--- src/rtl/add_sub_pipe.sv ---
// add_sub_pipe: pipelined carry-lookahead adder/subtractor with valid/ready flow.
// Optional signed saturation is enabled by defining ADD_PIPE_SAT_EN.
module add_sub_pipe #(
   parameter int WIDTH  = 32,
   parameter int STAGES = 2,
   parameter int GROUP  = 4
) (
   input  logic             clk,
   input  logic             rst_n,
   input  logic             flush_i,
   input  logic             in_valid_i,
   output logic             in_ready_o,
   input  logic [WIDTH-1:0] a_i,
   input  logic [WIDTH-1:0] b_i,
   input  logic             sub_i,
   input  logic             sat_i,
   output logic             out_valid_o,
   input  logic             out_ready_i,
   output logic [WIDTH-1:0] sum_o,
   output logic             carry_o,
   output logic             ovf_o,
   output logic             zero_o,
   output logic             neg_o
);
   localparam int SEG = WIDTH / STAGES;
   localparam int NG  = SEG / GROUP;
   localparam int TOP = (STAGES - 1) * SEG;

   // Slot k holds operands plus the sum bits of segments below k.
   logic [WIDTH-1:0]  a_q [STAGES];
   logic [WIDTH-1:0]  a_d [STAGES];
   logic [WIDTH-1:0]  b_q [STAGES];
   logic [WIDTH-1:0]  b_d [STAGES];
   logic [WIDTH-1:0]  s_q [STAGES];
   logic [WIDTH-1:0]  s_d [STAGES];
   logic [STAGES-1:0] c_q, c_d;
   logic [STAGES:0]   v_q, v_d, leave;
   logic              accept;
   logic [SEG+1:0]    seg_r, fin_r;
   logic [WIDTH-1:0]  fsum;
   logic              fovf;
   logic [WIDTH-1:0]  sum_q;
   logic              carry_q, ovf_q, zero_q, neg_q;
`ifdef ADD_PIPE_SAT_EN
   logic [STAGES-1:0] sat_q, sat_d;
`else
   logic              unused_sat;
   assign unused_sat = sat_i;
`endif

   // Returns {carry into MSB, carry out, sum} of one segment.
   function automatic logic [SEG+1:0] seg_add(
      input logic [SEG-1:0] a,
      input logic [SEG-1:0] b,
      input logic           ci
   );
      logic [SEG-1:0] g, p;
      logic [SEG:0]   c;
      logic           pp, t;
      g = a & b;
      p = a | b;
      c = '0;
      c[0] = ci;
      for (int gi = 0; gi < NG; gi++) begin
         for (int i = 1; i <= GROUP; i++) begin
            pp = 1'b1;
            t  = 1'b0;
            for (int j = i - 1; j >= 0; j--) begin
               t  = t | (g[gi*GROUP+j] & pp);
               pp = pp & p[gi*GROUP+j];
            end
            c[gi*GROUP+i] = t | (pp & c[gi*GROUP]);
         end
      end
      return {c[SEG-1], c[SEG], a ^ b ^ c[SEG-1:0]};
   endfunction

   always_comb begin
      leave = '0;
      leave[STAGES] = v_q[STAGES] & out_ready_i;
      for (int k = STAGES - 1; k >= 0; k--)
         leave[k] = v_q[k] & (~v_q[k+1] | leave[k+1]);
      in_ready_o = ~v_q[0] | leave[0] | flush_i;
      accept = in_valid_i & in_ready_o & ~flush_i;
      v_d = '0;
      if (!flush_i) begin
         v_d[0] = accept | (v_q[0] & ~leave[0]);
         for (int k = 1; k <= STAGES; k++)
            v_d[k] = leave[k-1] | (v_q[k] & ~leave[k]);
      end
      a_d[0] = a_i;
      b_d[0] = sub_i ? ~b_i : b_i;
      c_d[0] = sub_i;
      s_d[0] = '0;
`ifdef ADD_PIPE_SAT_EN
      sat_d[0] = sat_i;
`endif
      seg_r = '0;
      for (int k = 1; k < STAGES; k++) begin
         seg_r = seg_add(a_q[k-1][(k-1)*SEG +: SEG],
                         b_q[k-1][(k-1)*SEG +: SEG], c_q[k-1]);
         a_d[k] = a_q[k-1];
         b_d[k] = b_q[k-1];
         c_d[k] = seg_r[SEG];
         s_d[k] = s_q[k-1];
         s_d[k][(k-1)*SEG +: SEG] = seg_r[SEG-1:0];
`ifdef ADD_PIPE_SAT_EN
         sat_d[k] = sat_q[k-1];
`endif
      end
      fin_r = seg_add(a_q[STAGES-1][TOP +: SEG],
                      b_q[STAGES-1][TOP +: SEG], c_q[STAGES-1]);
      fsum = s_q[STAGES-1];
      fsum[TOP +: SEG] = fin_r[SEG-1:0];
      fovf = fin_r[SEG+1] ^ fin_r[SEG];
`ifdef ADD_PIPE_SAT_EN
      if (sat_q[STAGES-1] && fovf)
         fsum = a_q[STAGES-1][WIDTH-1] ? {1'b1, {(WIDTH-1){1'b0}}}
                                       : {1'b0, {(WIDTH-1){1'b1}}};
`endif
   end

   always_ff @(posedge clk or negedge rst_n) begin
      if (!rst_n) begin
         v_q     <= '0;
         c_q     <= '0;
         sum_q   <= '0;
         carry_q <= 1'b0;
         ovf_q   <= 1'b0;
         zero_q  <= 1'b0;
         neg_q   <= 1'b0;
`ifdef ADD_PIPE_SAT_EN
         sat_q   <= '0;
`endif
         for (int k = 0; k < STAGES; k++) begin
            a_q[k] <= '0;
            b_q[k] <= '0;
            s_q[k] <= '0;
         end
      end else begin
         v_q <= v_d;
         if (accept) begin
            a_q[0] <= a_d[0];
            b_q[0] <= b_d[0];
            s_q[0] <= s_d[0];
            c_q[0] <= c_d[0];
`ifdef ADD_PIPE_SAT_EN
            sat_q[0] <= sat_d[0];
`endif
         end
         for (int k = 1; k < STAGES; k++) begin
            if (leave[k-1]) begin
               a_q[k] <= a_d[k];
               b_q[k] <= b_d[k];
               s_q[k] <= s_d[k];
               c_q[k] <= c_d[k];
`ifdef ADD_PIPE_SAT_EN
               sat_q[k] <= sat_d[k];
`endif
            end
         end
         if (leave[STAGES-1]) begin
            sum_q   <= fsum;
            carry_q <= fin_r[SEG];
            ovf_q   <= fovf;
            zero_q  <= ~|fsum;
            neg_q   <= fsum[WIDTH-1];
         end
      end
   end

   assign out_valid_o = v_q[STAGES];
   assign sum_o       = sum_q;
   assign carry_o     = carry_q;
   assign ovf_o       = ovf_q;
   assign zero_o      = zero_q;
   assign neg_o       = neg_q;

endmodule

--- config.mk ---
export PLATFORM = sky130hd
export DESIGN_NAME = add_sub_pipe
export DESIGN_NICKNAME = d
export VERILOG_FILES = /design/src/rtl/add_sub_pipe.sv
export SDC_FILE = /design/constraint.sdc
export NUM_CORES = 1
export LEC_CHECK = 0
export CAP_MARGIN = 10
export CORE_MARGIN = 5
export CORE_UTILIZATION = 35
export DETAILED_ROUTE_END_ITERATION = 10
export PLACE_DENSITY = 0.56
export SYNTH_ARGS = -nofsm -noshare
export SYNTH_HDL_FRONTEND = slang
export SYNTH_SLANG_ARGS = --single-unit
--- constraint.sdc ---
create_clock -name clk -period 3 [get_ports clk]
set_input_delay 0.3 -clock clk [delete_from_list [all_inputs] [get_ports clk]]
set_output_delay 0.3 -clock clk [all_outputs]
set_load 0.03 [all_outputs]
==> results of run 1 <==
## where the power goes
group / internal (W) / switching, W / total (W)
Sequential: 0.00261 / 0.000404 / 0.00301
Clock: 0.00151 / 0.000882 / 0.00239
Combinational: 0.00156 / 0.00167 / 0.00323
Total: 0.00567 / 0.00296 / 0.00863
## Yosys cell counts, types with 2 or more instances
cell type	instances
nor4_1	4
a211oi_1	2
fa_1	8
xor2_1	29
dfrtp_1	152
o21ai_0	52
nor2b_1	8
clkbuf_1	16
mux2i_1	3
nand4_1	2
buf_2	7
o31ai_1	2
a21oi_1	28
ha_1	64
o21ai_1	13
buf_1	4
nand2b_1	6
nor3_1	6
nand2_1	64
mux2_1	17
nand3_1	2
a31oi_1	2
inv_1	84
xnor2_1	26
o21bai_1	7
a221oi_1	2
nor2_1	34
nor4b_1	2
or3_1	3
mux2_2	56
## registers in the layout, indices dropped and copies added (netlist names)
name	count
b_q	16
fsum	16
v_q	3
a_q	16
sum_o	31
a_d	32
c_q	2
zero_o	1
b_d	32
carry_o	1
ovf_o	1
neg_o	1
## stage by stage
| stage | area, sq um | worst slack (ns) | util | hold WS, ns | setup TNS, ns |
|---|---|---|---|---|---|
| 4_1_cts | 10200 | -0.0488 | 0.455 | 0.420 | -0.0488 |
| 3_3_place_gp | 9550 | -0.126 | 0.424 | 0.329 | -0.126 |
| 5_1_grt | 10200 | -0.186 | 0.455 | 0.425 | -0.186 |
| 6_report | 10200 | 0.0307 | 0.455 | 0.420 | 0 |
| 3_5_place_dp | 9550 | -0.273 | 0.424 | 0.325 | -0.273 |
| 2_1_floorplan | 7960 | 0.0208 | - | 0.00441 | 0 |
## layer usage
layer | track usage | part of all wire | vias up
li1 | - | - | 2672
met1 | 0.201 | 0.51 | 2487
met2 | 0.202 | 0.44 | 76
met3 | 0.0372 | 0.040 | 13
met4 | 0.0337 | 0.011 | 0
met5 | 0 | 0 | -
## layout make-up
class	count	area [sq um]	area share
well taps	285	357	0.0348
inverters	84	315	0.0308
repair buffers	139	1350	0.132
multi-input cells	467	3760	0.367
clock buffers	18	439	0.0429
clock inverters	14	219	0.0214
flip-flops and latches	152	3800	0.371
## worst reg2reg max path, delay by kind of cell, from the launching register on
family,cells,cell delay [ns]
and+or+nand+nor,7,1.09
buffers and inverters,2,0.30
AOI/OAI and AO/OA,3,0.44
adders and majority gates,2,0.70
DFF,1,0.39
## path summary, 6_finish.rpt
path / startpoint / end / slack (ns)
worst min-delay path: rst_n / b_d[7] / 0.42
max in group asynchronous: rst_n / fsum[12] / 1.80
min in group clk: a_i[0] / a_d[0] / 0.43
worst max register to register: a_q[16] / zero_o / 0.03
worst min register to register: sum_o[27] / sum_o[27] / 0.47
worst max-delay path: a_q[16] / zero_o / 0.03
## kinds of logic after synthesis
| family | synth area share |
|---|---|
| AOI/OAI and AO/OA | 0.0944 |
| xor gates and xnor gates | 0.0626 |
| adders and majority gates | 0.121 |
| buffers and inverters | 0.0545 |
| DFF | 0.478 |
| muxes | 0.107 |
| and+or+nand+nor | 0.0820 |
## layout by cell type (no fill, tap or decap), drive strengths merged, types with 3 or more instances in the layout
cell type | Yosys | routed
a21oi | 29 | 29
a221oi | 3 | 3
buf | 12 | 33
bufinv | 0 | 5
clkbuf | 16 | 18
clkdlybuf4s50 | 0 | 105
clkinv | 0 | 5
dfrtp | 152 | 152
fa | 8 | 8
ha | 64 | 64
inv | 84 | 87
mux2 | 73 | 73
mux2i | 3 | 3
nand2 | 64 | 64
nand2b | 7 | 7
nor2 | 34 | 34
nor2b | 8 | 8
nor3 | 6 | 6
nor4 | 4 | 4
o21ai | 66 | 66
o21bai | 7 | 7
or3 | 3 | 3
xnor2 | 27 | 27
xor2 | 29 | 29
## what timing repair did
item,4_1_cts,5_1_grt
hold endpoints to repair,62,0
pin swaps,5,2
gates cloned,0,0
resized for setup,5,1
endpoints found under the setup margin,1,1
buffers inserted,0,0
hold buffers,1,0
==> results, run 1 <==
- The number of standard-cell rows in the floorplan is 55.
- The final critical-path share of the clock period is 0.990.
- The number of cells on the worst reg-to-reg path is 14.
- The first global-routing pass estimated 28.3 mm of wire.
- In the routed design, unresolved DRC markers number 0.
- The number of global-route vias before repair is 5338.
- The number of vias in the routed layout is 5248.
- The type of destination of the critical path is a register.
- The clock tree from TritonCTS is built.
- In the synthesized netlist the async set-or-reset flop fraction comes to 1.00.
- The total clock buffers created by CTS is 17.
- The flow ran to the end, and the final reports show no timing, DRC or antenna violations.
- After detailed routing, the average wire length per cell comes to 14.5 um.
- Of all nets on the critical path, the largest fanout is 3.
- The post-detailed-route via-to-cell ratio is between 4 and 5.
- Clock-pin slew was measured on the worst setup and hold paths at around 0.060 ns.
- The maximum clock skew at final layout is 0.00947 ns.
- Of the cells placed in the final design, the portion with a size suffix greater than 1 is 0.160.
- The initial antenna violation count is 0.
- The number of max-slew violations in the final report came to 0.
- The remaining max-slew budget at the tightest pin is 0.595.
- The number of hold violations in the final report is 0.
- The net count after synthesis is approximately 870.
- The total wire length after detailed routing is 16.8 mm.
- The count of synthesis-stage warnings from yosys is 0.
- The net total in the final layout is between 1000 and 1500.
- The class of the tightest hold or removal check is in -> async.
- Setup repair after global routing could not meet its margin everywhere.
- In this run the standard cell core region covers roughly 23000 sq um.
- The largest net degree at the start of global routing is 79.
- Counting flops and latches in the post-synthesis netlist gives 152.
- The power density over the cells is 842 nW/um^2.
- The number of sinks handled by clock tree synthesis is 152.
- The count of filler cells inserted in the layout is ~2100.
- Setup violations remaining at the end of the flow were counted as 0.
- The maximum clock rate is 337 MHz.
- The count of different cell masters after synthesis is 56.
- The total power is 0.00863 W.
- The minimum clock period is ~3.0 ns.
- The signal on the critical path passes through buf_4 -> ha_1 -> nor2_2 -> a221oi_4 -> o2111ai_2 -> buf_4 -> nand2_1 -> fa_1 -> nor4_2 -> nand4_1 -> nor3_1 -> and4b_1 -> nand4_1 -> o21ai_1.
- The depth of the CTS H-tree is 4.
- The full die area is 25800 sq um.
- The share of Yosys cell area claimed by the top area cell type is 0.478.
- The area of the mapped netlist is ~8000 sq um.
- The number of nets still failing antenna checks after routing is 0.
- Data on the critical path is required at its endpoint by 3.35 ns.
- For the pin with the worst max-slew slack, the measured transition is 0.602 ns.
- Of the synthesized area, sequential elements account for 0.478.
- For this block, the initial DRC count from the detailed router was between 200 and 300.
- Relative to the synthesized area, the layout overhead comes to 28.9%.
- Summed over all cells, the static leakage comes to between 4 and 5 nW.
- The largest individual stage delay along the critical path comes from the cell fa_1.
- By startpoint and endpoint, the worst setup path is classified as reg -> reg.
- The total global routing overflow is 0.
- The average size of a mapped cell is approximately 11 sq um.
- The placed cell count is 1126.
- Max-cap violations in this run came to 0.
- The count of flip-flops with a built-in enable after synthesis is 0.
- The die height is 161 um.
- Measured along the x axis, the die boundary spans 161 um.
- The count of placed standard cells in the final layout, fillers left out is approximately 1200.
- 109 I/O pins were placed.
- By area the synthesized netlist is led by dfrtp_1 48%, ha_1 10%, mux2_2 7.9%.
- The maximum resistive drop on vdd is 0.000298 V.
- The clock root buffer master is clkbuf_16.
- The launching element type of the critical path is a register.
- The dominant cell type by area after synthesis is dfrtp_1.
- No sink is reached through more buffers than the 2 on the longest clock path.
- The detailed-placement wirelength estimate is 12.6 mm.
- The number of instances in the synthesized netlist is around 730.
- The worst stage delay on the critical path is 0.48 ns.
- The number of port buffers is 107.
- The number of buffers and inverters on the critical path is 2.
- The total number of cells along the worst setup path is 14.
- The antenna diode count is 0.
- The overall routing resource usage is 0.137.
- The effective utilization at floorplan is 0.353.
- For this run, the detailed router's first-pass iteration total came to 4.
- The arrival time of the worst setup path is 3.32 ns.
- Among cell families on the critical path, the largest total delay comes from simple AND/OR/NAND/NOR gates.
- For the worst-skew pair, the clock arrives at the later sink with an insertion delay of 0.42 ns.
- The commonest register cell after synthesis is dfrtp_1.
- At the end of routability-driven placement, the weighted congestion stood at 0.769.
Power figures use the tool's default switching activity.
==> run 2, diff against run 1 <==
--- a/config.mk
+++ b/config.mk
@@ -8,8 +8,10 @@
 export CAP_MARGIN = 10
 export CORE_MARGIN = 5
 export CORE_UTILIZATION = 35
+export CTS_CLUSTER_DIAMETER = 150
 export DETAILED_ROUTE_END_ITERATION = 10
 export PLACE_DENSITY = 0.56
+export SETUP_SLACK_MARGIN = 0.5
 export SYNTH_ARGS = -nofsm -noshare
 export SYNTH_HDL_FRONTEND = slang
 export SYNTH_SLANG_ARGS = --single-unit
==> run 2 against run 1 <==
  * The flow now finishes with violations (negative setup slack)
  * Worst hold slack got worse by 0.099 ns
  * Wire length rose by 4.8%
  * Total power fell by 1.6%
  * Sequential share of layout area fell by 0.48 points
  * Clock power fell by 12%
  * Register-to-register slack got worse by 0.09 ns
  * Final cell count rose by 1.0%
  * Critical endpoint unchanged
  * Largest cell class is now multi-input combinational cells
  * Largest power group unchanged
==> results, run 2 (synthesized netlist as in run 1, its figures left out) <==
- The startpoint identified for the worst register-to-register timing path is b_q[16].
- The overall routing resource usage is 0.143 (+0.00616).
- The maximum number of buffers from clock root to sink is 2 (unchanged).
- The launching element type of the critical path is a register.
- The clock slew seen by the registers of the worst setup and hold paths came to 0.06 ns (about the same).
- The worst stage delay on the critical path is 0.46 ns (-0.02 ns).
- The worst setup path is captured at a register.
- The actual transition at the worst max-transition pin was 0.567 ns (-0.0345 ns).
- The I/O pin count is 109 (unchanged).
- The final reports fail on negative setup slack.
- The first-pass iteration count of the detailed router is 4 (unchanged).
- The depth of the worst register-to-register path is 14 (unchanged).
- The final RePlAce weighted congestion is 0.748 (-2.7%).
- The post-detailed-route via-to-cell ratio came to 4.63 (+2.3%).
- The effective utilization at floorplan is 0.353 (unchanged).
- The final critical-path share of the clock period came to 1.02 (+0.0312).
- The number of sinks handled by clock tree synthesis was 152 (unchanged).
- The total power was 0.00849 W (-1.6%).
- The antenna diode count came to 0 (unchanged).
- The placeable core region is 22500 sq um (unchanged).
- The total clock buffers created by CTS is 17 (unchanged).
- The endpoint of the worst register-to-register path is zero_o.
- The run finished, with violations left.
- The maximum clock skew at final layout came to 0.00774 ns (-0.00173 ns).
- The count of filler cells inserted in the layout is 2151 (+0.89%).
- The leakage power summed over all cells is 4.69 nW (+0.58%).
- Broken down by cell family, the worst path's largest delay share belongs to compound AO/OA/AOI/OAI gates.
- The total area of sequential cells is 3800 sq um (unchanged).
- TritonCTS built the clock tree.
- The net total in the final layout came to 1016 (+1.2%).
- The final setup violation count came to 1 (+1).
- The count of unresolved DRC violations after routing was 0 (unchanged).
- The library cell used most frequently in the layout, excluding fill and tap cells, is dfrtp_1.
- The initial detailed-routing violation count came to 125 (-55%).
- The top cell types in the final layout, fill and taps aside, are 152 x dfrtp_1, 104 x clkdlybuf4s50_1, 75 x inv_1, 62 x nand2_1, 59 x ha_1.
- The largest net degree at the start of global routing was 77 (-2.5%).
- The number of standard-cell rows in the floorplan came to 55 (unchanged).
- The power density over the cells was 818 nW/um^2 (-2.8%).
- The total wire length after detailed routing was 17.6 mm (+4.8%).
- The register-to-register path setup slack is -0.06 ns (-0.09 ns).
- The maximum clock rate is 326 MHz (-3.1%).
- The setup TNS after final layout is -0.0628 ns (-0.0628 ns).
- The detailed-placement wirelength estimate was 12.7 mm (+0.74%).
- The arrival time of the worst setup path is 3.40 ns (+0.08 ns).
- The cell that appears most often on the critical path is nand4_1.
- The required time of the critical path is 3.34 ns (about the same).
- The die height is 161 um (unchanged).
- The full die area is 25800 sq um (unchanged).
- The number of nets still failing antenna checks after routing came to 0 (unchanged).
- Relative to the synthesized area, the layout overhead comes to 30.5%.
- Setup repair after global routing could not meet its margin everywhere.
- The mean routed wirelength per cell was 15.1 um (+3.7%).
- The remaining max-slew budget at the tightest pin was 0.618 (+0.0232).
- The minimum clock period came to 3.06 ns (+0.0936 ns).
- The floorplan die width was 161 um (unchanged).
- The clock latency on the worst-skew pair was 0.42 ns (about the same).
- The number of global-route vias before repair is 5817 (+9.0%).
- The slowest stage of the critical path is the fa_1 cell.
- The number of max-cap violations is 0 (unchanged).
- The final worst slack came to -0.0628 ns (-0.0936 ns).
- The initial antenna violation count is 0 (unchanged).
- The number of max-slew violations in the final report is 0 (unchanged).
- The maximum fanout encountered on the critical timing path is 3 (unchanged).
- The number of hold violations in the final report is 0 (unchanged).
- The multi-input logic area came to 3880 sq um (+3.2%).
- The first-pass GRT wire length is 29.7 mm (+5.0%).
- The total global routing overflow is 0 (unchanged).
- The worst setup path is of the reg -> reg kind.
- Traced cell by cell, the critical path runs through inv_2 -> ha_2 -> nand2b_4 -> a221oi_4 -> o2111ai_2 -> a31o_4 -> o21bai_4 -> fa_1 -> nor4_2 -> nand4_1 -> nor3_2 -> and4b_1 -> nand4_1 -> o21ai_1.
- The number of port buffers is 107 (unchanged).
- The number of vias in the routed layout was 5422 (+3.3%).
- The critical path buffer and inverter count came to 1 (-1).
- The layout cell share with drive strength beyond 1 is 0.198 (+0.0373).
- The maximum resistive drop on vdd came to 0.000431 V (+45%).
- The class of the tightest hold or removal check is in -> async.
- The depth of the CTS H-tree is 4 (unchanged).
- The tree is rooted in a clkbuf_16.
==> run 2: cell count changes in the layout (fill, tap and decap cells not counted), sizes merged <==
cell | before | now
clkdlybuf4s50 | 105 | 104
clkinvlp | 1 | 5
bufinv | 5 | 2
clkinv | 5 | 4
dlymetal6s2s | 0 | 1
buf | 33 | 45
inv | 87 | 84
clkbuf | 18 | 21
==> run 2: timing repair <==
| action | CTS | global route |
|---|---|---|
| gates resized for setup | 18 | 20 |
| pin swaps | 11 | 15 |
| hold buffers | 1 | 0 |
| endpoints found under the hold margin | 26 | 0 |
| buffers inserted | 12 | 5 |
| setup endpoints to repair | 4 | 9 |
==> run 2: where the power goes <==
part	switching [W]	internal [W]	total, W
registers	0.000434	0.00261	0.00304
logic	0.00171	0.00164	0.00335
clock network	0.000852	0.00125	0.00210
==> run 2: how the worst max path moves through the flow <==
stage / startpoint / slack, ns / cells past startpoint / endpoint
final: b_q[16] / -0.06 / 14 / zero_o
after global routing: b_q[16] / -0.21 / 14 / zero_o
after CTS: b_q[16] / -0.13 / 14 / zero_o
after detailed placement: b_q[16] / -0.27 / 14 / zero_o
after global placement: b_q[16] / -0.17 / 14 / zero_o
after floorplan: b_q[16] / 0.06 / 14 / zero_o
==> run 2: layer usage <==
layer	wire, um	GRT usage
met5	0	0
met4	230	0.0430
met2	8230	0.229
met3	779	0.0331
met1	8390	0.195
==> run 2: final cells by class <==
class	instances	area share
Multi-Input combinational cell	467	0.374
Clock buffer	21	0.0434
Inverter	84	0.0304
Timing Repair Buffer	151	0.139
Sequential cell	152	0.366
Clock inverter	11	0.0121
Tap cell	285	0.0344
==> run 2: metrics by stage <==
step / hold slack (ns) / setup slack [ns] / std cells / instance area [sq um] / util
after floorplan: 0.00441 / 0.0637 / 731 / 7960 / -
after global placement: 0.194 / -0.175 / 1121 / 9510 / 0.423
after detailed placement: 0.193 / -0.271 / 1121 / 9510 / 0.423
after CTS: 0.321 / -0.130 / 1166 / 10300 / 0.456
after global routing: 0.344 / -0.214 / 1171 / 10400 / 0.461
final: 0.321 / -0.0628 / 1171 / 10400 / 0.461
==> run 3, diff against run 2 <==
--- a/config.mk
+++ b/config.mk
@@ -8,6 +8,7 @@
 export CAP_MARGIN = 10
 export CORE_MARGIN = 5
 export CORE_UTILIZATION = 35
+export CTS_BUF_LIST = sky130_fd_sc_hd__clkbuf_8
 export CTS_CLUSTER_DIAMETER = 150
 export DETAILED_ROUTE_END_ITERATION = 10
 export PLACE_DENSITY = 0.56
==> constraint.sdc (replaced) <==
create_clock -name clk -period 3 [get_ports clk]
set_input_delay 0.3 -clock clk [delete_from_list [all_inputs] [get_ports clk]]
set_output_delay 0.3 -clock clk [all_outputs]
set_load 0.02 [all_outputs]
==> run 3 against run 2 <==
  * The flow still finishes with violations (negative setup slack)
  * Worst hold slack got worse by 0.035 ns
  * Count of clock-buffer cells in the layout fell by 3
  * Critical endpoint unchanged
  * Clock power shrank 27%
  * Worst setup slack better by 0.0091 ns
  * Largest power group unchanged
  * Die area did not move
  * Via count did not move
  * Utilization fell by 0.92 points
  * Sequential power about the same
  * Combinational power is 5% lower
  * Final cell count did not move
  * Global-route usage hardly changed
  * Wire length is 0.48% lower
==> results, run 3 (synthesized netlist as in run 1, its figures left out) <==
- The floorplan die width was 161 um (unchanged).
- The die height is 161 um (unchanged).
- The initial antenna violation count was 0 (unchanged).
- The depth of the CTS H-tree is 4 (unchanged).
- The number of max-cap violations was 0 (unchanged).
- The power density over the cells is 761 nW/um^2 (-7.1%).
- The remaining max-slew budget at the tightest pin is 0.588 (-0.0309).
- The maximum resistive drop on vdd is 0.000380 V (-12%).
- The number of port buffers is 107 (unchanged).
- The detailed-placement wirelength estimate came to 12.7 mm (unchanged).
- The number of max-slew violations in the final report was 0 (unchanged).
- The endpoint of the worst register-to-register path is zero_o.
- The startpoint of the lowest-slack register-to-register path is b_q[16].
- The minimum clock period came to 3.05 ns (-0.00906 ns).
- Setup repair after global routing could not meet its margin everywhere.
- The leakage power summed over all cells is 4.61 nW (-1.7%).
- The number of vias in the routed layout is 5422 (unchanged).
- The maximum clock skew at final layout is 0.0107 ns (+0.00292 ns).
- The final critical-path share of the clock period is 1.02 (-0.00302).
- The clock tree from TritonCTS is built.
- The first-pass iteration count of the detailed router came to 4 (unchanged).
- The maximum fanout encountered on the critical timing path is 3 (unchanged).
- The register-to-register path setup slack was -0.05 ns (about the same).
- The final setup violation count is 1 (unchanged).
- The final worst slack is -0.0538 ns (+0.00906 ns).
- The total global routing overflow is 0 (unchanged).
- The total power was 0.00774 W (-8.9%).
- The number of nets still failing antenna checks after routing came to 0 (unchanged).
- The count of placed standard cells in the final layout, fillers left out was 1171 (unchanged).
- The antenna diode count is 0 (unchanged).
- The required time of the critical path came to 3.38 ns (+0.04 ns).
- The run finished, with violations left.
- The I/O pin count is 109 (unchanged).
- The area growth from synthesis to layout is 27.9%.
- The total clock buffers created by CTS is 17 (unchanged).
- The total wire length after detailed routing is 17.5 mm (-0.48%).
- The mean routed wirelength per cell is 15.0 um (-0.48%).
- The largest net degree at the start of global routing is 77 (unchanged).
- The post-detailed-route via-to-cell ratio was 4.63 (unchanged).
- The depth of the worst register-to-register path came to 14 (unchanged).
- The arrival time of the worst setup path is 3.44 ns (+0.04 ns).
- The effective utilization at floorplan is 0.353 (unchanged).
- The category of the critical setup timing path is reg -> reg.
- In the layout the commonest cells are 152 x dfrtp_1, 104 x clkdlybuf4s50_1, 78 x inv_1, 62 x nand2_1, 60 x ha_1.
- The maximum clock rate is 327 MHz (+0.30%).
- The full die area is 25800 sq um (unchanged).
- The initial detailed-routing violation count came to 130 (+4.0%).
- The final RePlAce weighted congestion is 0.748 (unchanged).
- The placed cell count is 1121 (unchanged).
- The share of the core filled with cells came to 0.452 (-0.00923).
- The count of unresolved DRC violations after routing is 0 (unchanged).
- The net total in the final layout came to 1016 (unchanged).
- The placeable core region came to 22500 sq um (unchanged).
- The overall routing resource usage came to 0.143 (about the same).
- The worst setup path is captured at a register.
- The number of global-route vias before repair is 5794 (-0.40%).
- The number of hold violations in the final report is 0 (unchanged).
- The layout cell share with drive strength beyond 1 is 0.195 (-0.00226).
- The number of standard-cell rows in the floorplan was 55 (unchanged).
- The clock latency on the worst-skew pair was 0.45 ns (+0.03 ns).
- The maximum number of buffers from clock root to sink came to 2 (unchanged).
- Leaving out fill and tap cells, the most frequent cell in the layout is dfrtp_1.
- The setup TNS after final layout is -0.0538 ns (+0.00906 ns).
- The actual transition at the worst max-transition pin is 0.613 ns (+0.0459 ns).
- The worst hold path belongs to the class in -> async.
- The number of sinks handled by clock tree synthesis is 152 (unchanged).
- The clock slew seen by the registers of the worst setup and hold paths was 0.08 ns (+0.02 ns).
- The final reports fail on negative setup slack.
- The launching element type of the critical path is a register.
- The first-pass GRT wire length came to 29.6 mm (-0.26%).
- The clock root buffer master is clkbuf_8.
-- run 3: worst max path at each step --
stage / endpoint / cells after the start / startpoint / slack [ns]
2_1_floorplan: zero_o / 14 / b_q[16] / 0.06
3_3_place_gp: zero_o / 14 / b_q[16] / -0.17
3_5_place_dp: zero_o / 14 / b_q[16] / -0.27
4_1_cts: zero_o / 14 / b_q[16] / -0.13
5_1_grt: zero_o / 14 / b_q[16] / -0.23
6_report: zero_o / 14 / b_q[16] / -0.05
-- run 3: metal layers --
metal	up-vias	wire length (um)	track usage
met4	0	174	0.0357
met2	97	8170	0.229
met5	-	0	0
met1	2608	8520	0.196
met3	19	680	0.0367
li1	2698	-	-
-- run 3: repair_timing --
item,in CTS,in global routing
setup buffers,12,5
hold endpoints to repair,26,0
pin swaps,11,13
setup endpoints to repair,4,9
resized for setup,18,18
hold buffers,1,0
-- run 3: power breakdown --
part	internal (W)	total, W	switching (W)
clock	0.000749	0.00154	0.000787
sequential	0.00260	0.00303	0.000432
combinational	0.00164	0.00317	0.00152
-- run 3: final cells by class --
class / instances / area (sq um)
multi-input cells: 467 / 3870
well taps: 285 / 357
flip-flops and latches: 152 / 3800
clock buffers: 18 / 248
inverters: 84 / 315
fillers: 2162 / 12300
clock inverters: 14 / 136
repair buffers: 151 / 1440
-- run 3: worst max-delay path, cell delays in order (launching register included) --
cell,delay (ns)
dfrtp_1,0.38
inv_2,0.05
ha_2,0.16
nand2b_4,0.14
a221oi_4,0.28
o2111ai_2,0.18
a31o_4,0.29
o21bai_4,0.15
fa_1,0.46
nor4_2,0.17
nand4_1,0.14
nor3_2,0.15
and4b_1,0.21
nand4_1,0.10
o21ai_1,0.14
-- run 3: stage by stage --
step                area [sq um]  hold WS (ns)  worst slack, ns
floorplan                   7960       0.00441           0.0637
detailed placement          9510         0.193           -0.271
CTS                        10100         0.266           -0.130
global placement            9510         0.194           -0.175
finish                     10200         0.286          -0.0538
global route               10200         0.285           -0.231
==> edit (settings of run 1) <==
The option `ADD_PIPE_SAT_EN` is turned on by a define.
--- a/src/rtl/add_sub_pipe.sv
+++ b/src/rtl/add_sub_pipe.sv
@@ -1,5 +1,7 @@
 // add_sub_pipe: pipelined carry-lookahead adder/subtractor with valid/ready flow.
 // Optional signed saturation is enabled by defining ADD_PIPE_SAT_EN.
+`define ADD_PIPE_SAT_EN
+
 module add_sub_pipe #(
    parameter int WIDTH  = 32,
    parameter int STAGES = 2,
Check against the original RTL: not equivalent (a bounded check fails within 4 cycles, from zero or initial values and one cycle with rst_n low).
==> edit against run 1 <==
  * The flow now finishes with violations (setup timing)
  * Worst setup slack got worse by 0.78 ns
  * Critical path depth grew 1
  * Count of clock-buffer cells in the layout up 4
  * Cell count grew 14%
  * Area after synthesis grew 8.0%
  * Combinational power increased by 33%
  * Design area grew 12%
  * Routed wire length grew 17%
  * Non-clock buffer count increased by 47
  * Power rose by 8.6%
  * Sequential share of layout area fell by 3.5 points
  * Sequential cell count increased by 2
  * Clock skew up 0.0067 ns
==> edit: results (changes against run 1) <==
| Metric | Value |
|---|---|
| Area used by multi-input combinational logic | `4470 µm² (+19%)` |
| Half-perimeter wire length after placement | `14700 µm (+17%)` |
| Setup Slack @ Placement | `-0.932 ns (-0.658 ns)` |
| Number of nets in the synthesized netlist | `961 (+10%)` |
| Failing checks | `setup timing` |
| Filler cells | `2279 (+6.9%)` |
| Total of clock buffers placed in the layout | `22 (+4)` |
| Routability-driven placement congestion ratio | `0.846 (+10%)` |
| Routed length per instance | `15.0 µm (+3.1%)` |
| Largest net degree at the start of global routing | `68 (-14%)` |
| Rel. slew slack | `27.6% (-32 points)` |
| Seq/Total Area, Yosys | `44.9% (-3.0 points)` |
| Wire length after detailed routing | `19700 µm (+17%)` |
| NonClk Buf Share | `16.2% (+3.1 points)` |
| Wire length of the first global-routing pass | `32200 µm (+14%)` |
| Synth unique cells | `52 (-7.1%)` |
| Number of setup violations in the final report | `30 (+30)` |
| All-Layer GR Usage | `14.3% (+0.59 points)` |
| Outcome | `finished with violations` |
| Instance count after placement with tap cells included | `1269 (+13%)` |
| Per-instance average area after synthesis | `10.5 µm² (-3.5%)` |
| Final nets | `1126 (+12%)` |
| Top fanout value on the critical path | `2 (-1)` |
| Clock Network Area Fraction | `4.89% (-1.5 points)` |
| Depth of the worst register-to-register path | `15 (+1)` |
| Number of non-clock inverters | `86 (+2.4%)` |
| Initial drt markers | `301 (+7.9%)` |
| Number of sequential cells | `154 (+1.3%)` |
| Most area-consuming cells after synthesis | `sky130_fd_sc_hd__dfrtp_1, sky130_fd_sc_hd__ha_1, sky130_fd_sc_hd__mux2_2, sky130_fd_sc_hd__a31oi_4, sky130_fd_sc_hd__inv_1` |
| Number of non-clock buffers in the layout | `186 (+34%)` |
| Post-route setup slack | `-0.752 ns (-0.783 ns)` |
| Drt via density | `4.58 (+1.2%)` |
| Number of input and output port buffers inserted | `108 (+0.93%)` |
| Number of multi-input combinational cells in the layout | `538 (+15%)` |
[edit: changes by cell type in the layout (fill, tap and decap cells not counted), moves of 5 or more]
cell,change
sky130_fd_sc_hd__a31oi_1,+6
sky130_fd_sc_hd__a31oi_4,+24
sky130_fd_sc_hd__buf_12,+5
sky130_fd_sc_hd__buf_4,+30
sky130_fd_sc_hd__buf_6,+5
sky130_fd_sc_hd__ha_1,-6
sky130_fd_sc_hd__ha_2,+5
sky130_fd_sc_hd__mux2_1,-17
sky130_fd_sc_hd__nand3_1,+26
sky130_fd_sc_hd__nor2_1,+27
sky130_fd_sc_hd__o21ai_1,-12
sky130_fd_sc_hd__xor2_1,-7
[edit: cell families after synthesis]
logic type / count (synthesis) / synth area share, %
fa+ha+maj: 72 / 11.2
flops: 154 / 44.9
mux: 53 / 6.95
buf+inv: 126 / 6.09
simple gates: 210 / 11.4
xor+xnor: 52 / 5.30
compound gates: 151 / 14.2
[edit: timing repair]
item	CTS	global route
hold buffers	1	0
endpoints found under the hold margin	52	0
setup endpoints to repair	15	34
pin swaps	8	14
buffers inserted	5	7
gates resized for setup	1	46
gates cloned	0	6
[edit: per-layer routing]
metal,share of wire (%),GRT usage (%)
met2,44,21.6
met1,51,21.0
met4,1.4,3.49
met5,0,0
met3,3.5,3.22
[edit: through the flow]
stage               hold WS, ns  setup TNS (ns)  instance area, µm²
floorplan               0.00441          -0.718                8610
global placement          0.303           -1.05               10400
global route              0.424           -5.35               11500
CTS                       0.415          -0.829               11000
detailed placement        0.311          -0.932               10400
finish                    0.402           -2.07               11500
[edit: critical path, cell delays in order, from the launching register on]
cell and delay (ns):
sky130_fd_sc_hd__dfrtp_1 0.36, sky130_fd_sc_hd__buf_4 0.12, sky130_fd_sc_hd__ha_1 0.15, sky130_fd_sc_hd__inv_1 0.04
sky130_fd_sc_hd__a2111o_1 0.48, sky130_fd_sc_hd__a211oi_4 0.26, sky130_fd_sc_hd__buf_4 0.14, sky130_fd_sc_hd__buf_4 0.09
sky130_fd_sc_hd__or2_2 0.10, sky130_fd_sc_hd__fa_1 0.42, sky130_fd_sc_hd__nor4_1 0.25, sky130_fd_sc_hd__nand4_1 0.09
sky130_fd_sc_hd__or4_1 0.41, sky130_fd_sc_hd__nor2_1 0.10, sky130_fd_sc_hd__or4b_1 0.44, sky130_fd_sc_hd__o31ai_1 0.20
[edit: where the power goes]
| group | leakage, nW | total (mW) | switching (mW) | internal, mW |
|---|---|---|---|---|
| clock | 0.276 | 2.08 | 0.825 | 1.25 |
| sequential | 1.81 | 2.99 | 0.374 | 2.61 |
| combinational | 2.93 | 4.30 | 2.27 | 2.03 |
| total | 5.01 | 9.37 | 3.47 | 5.89 |
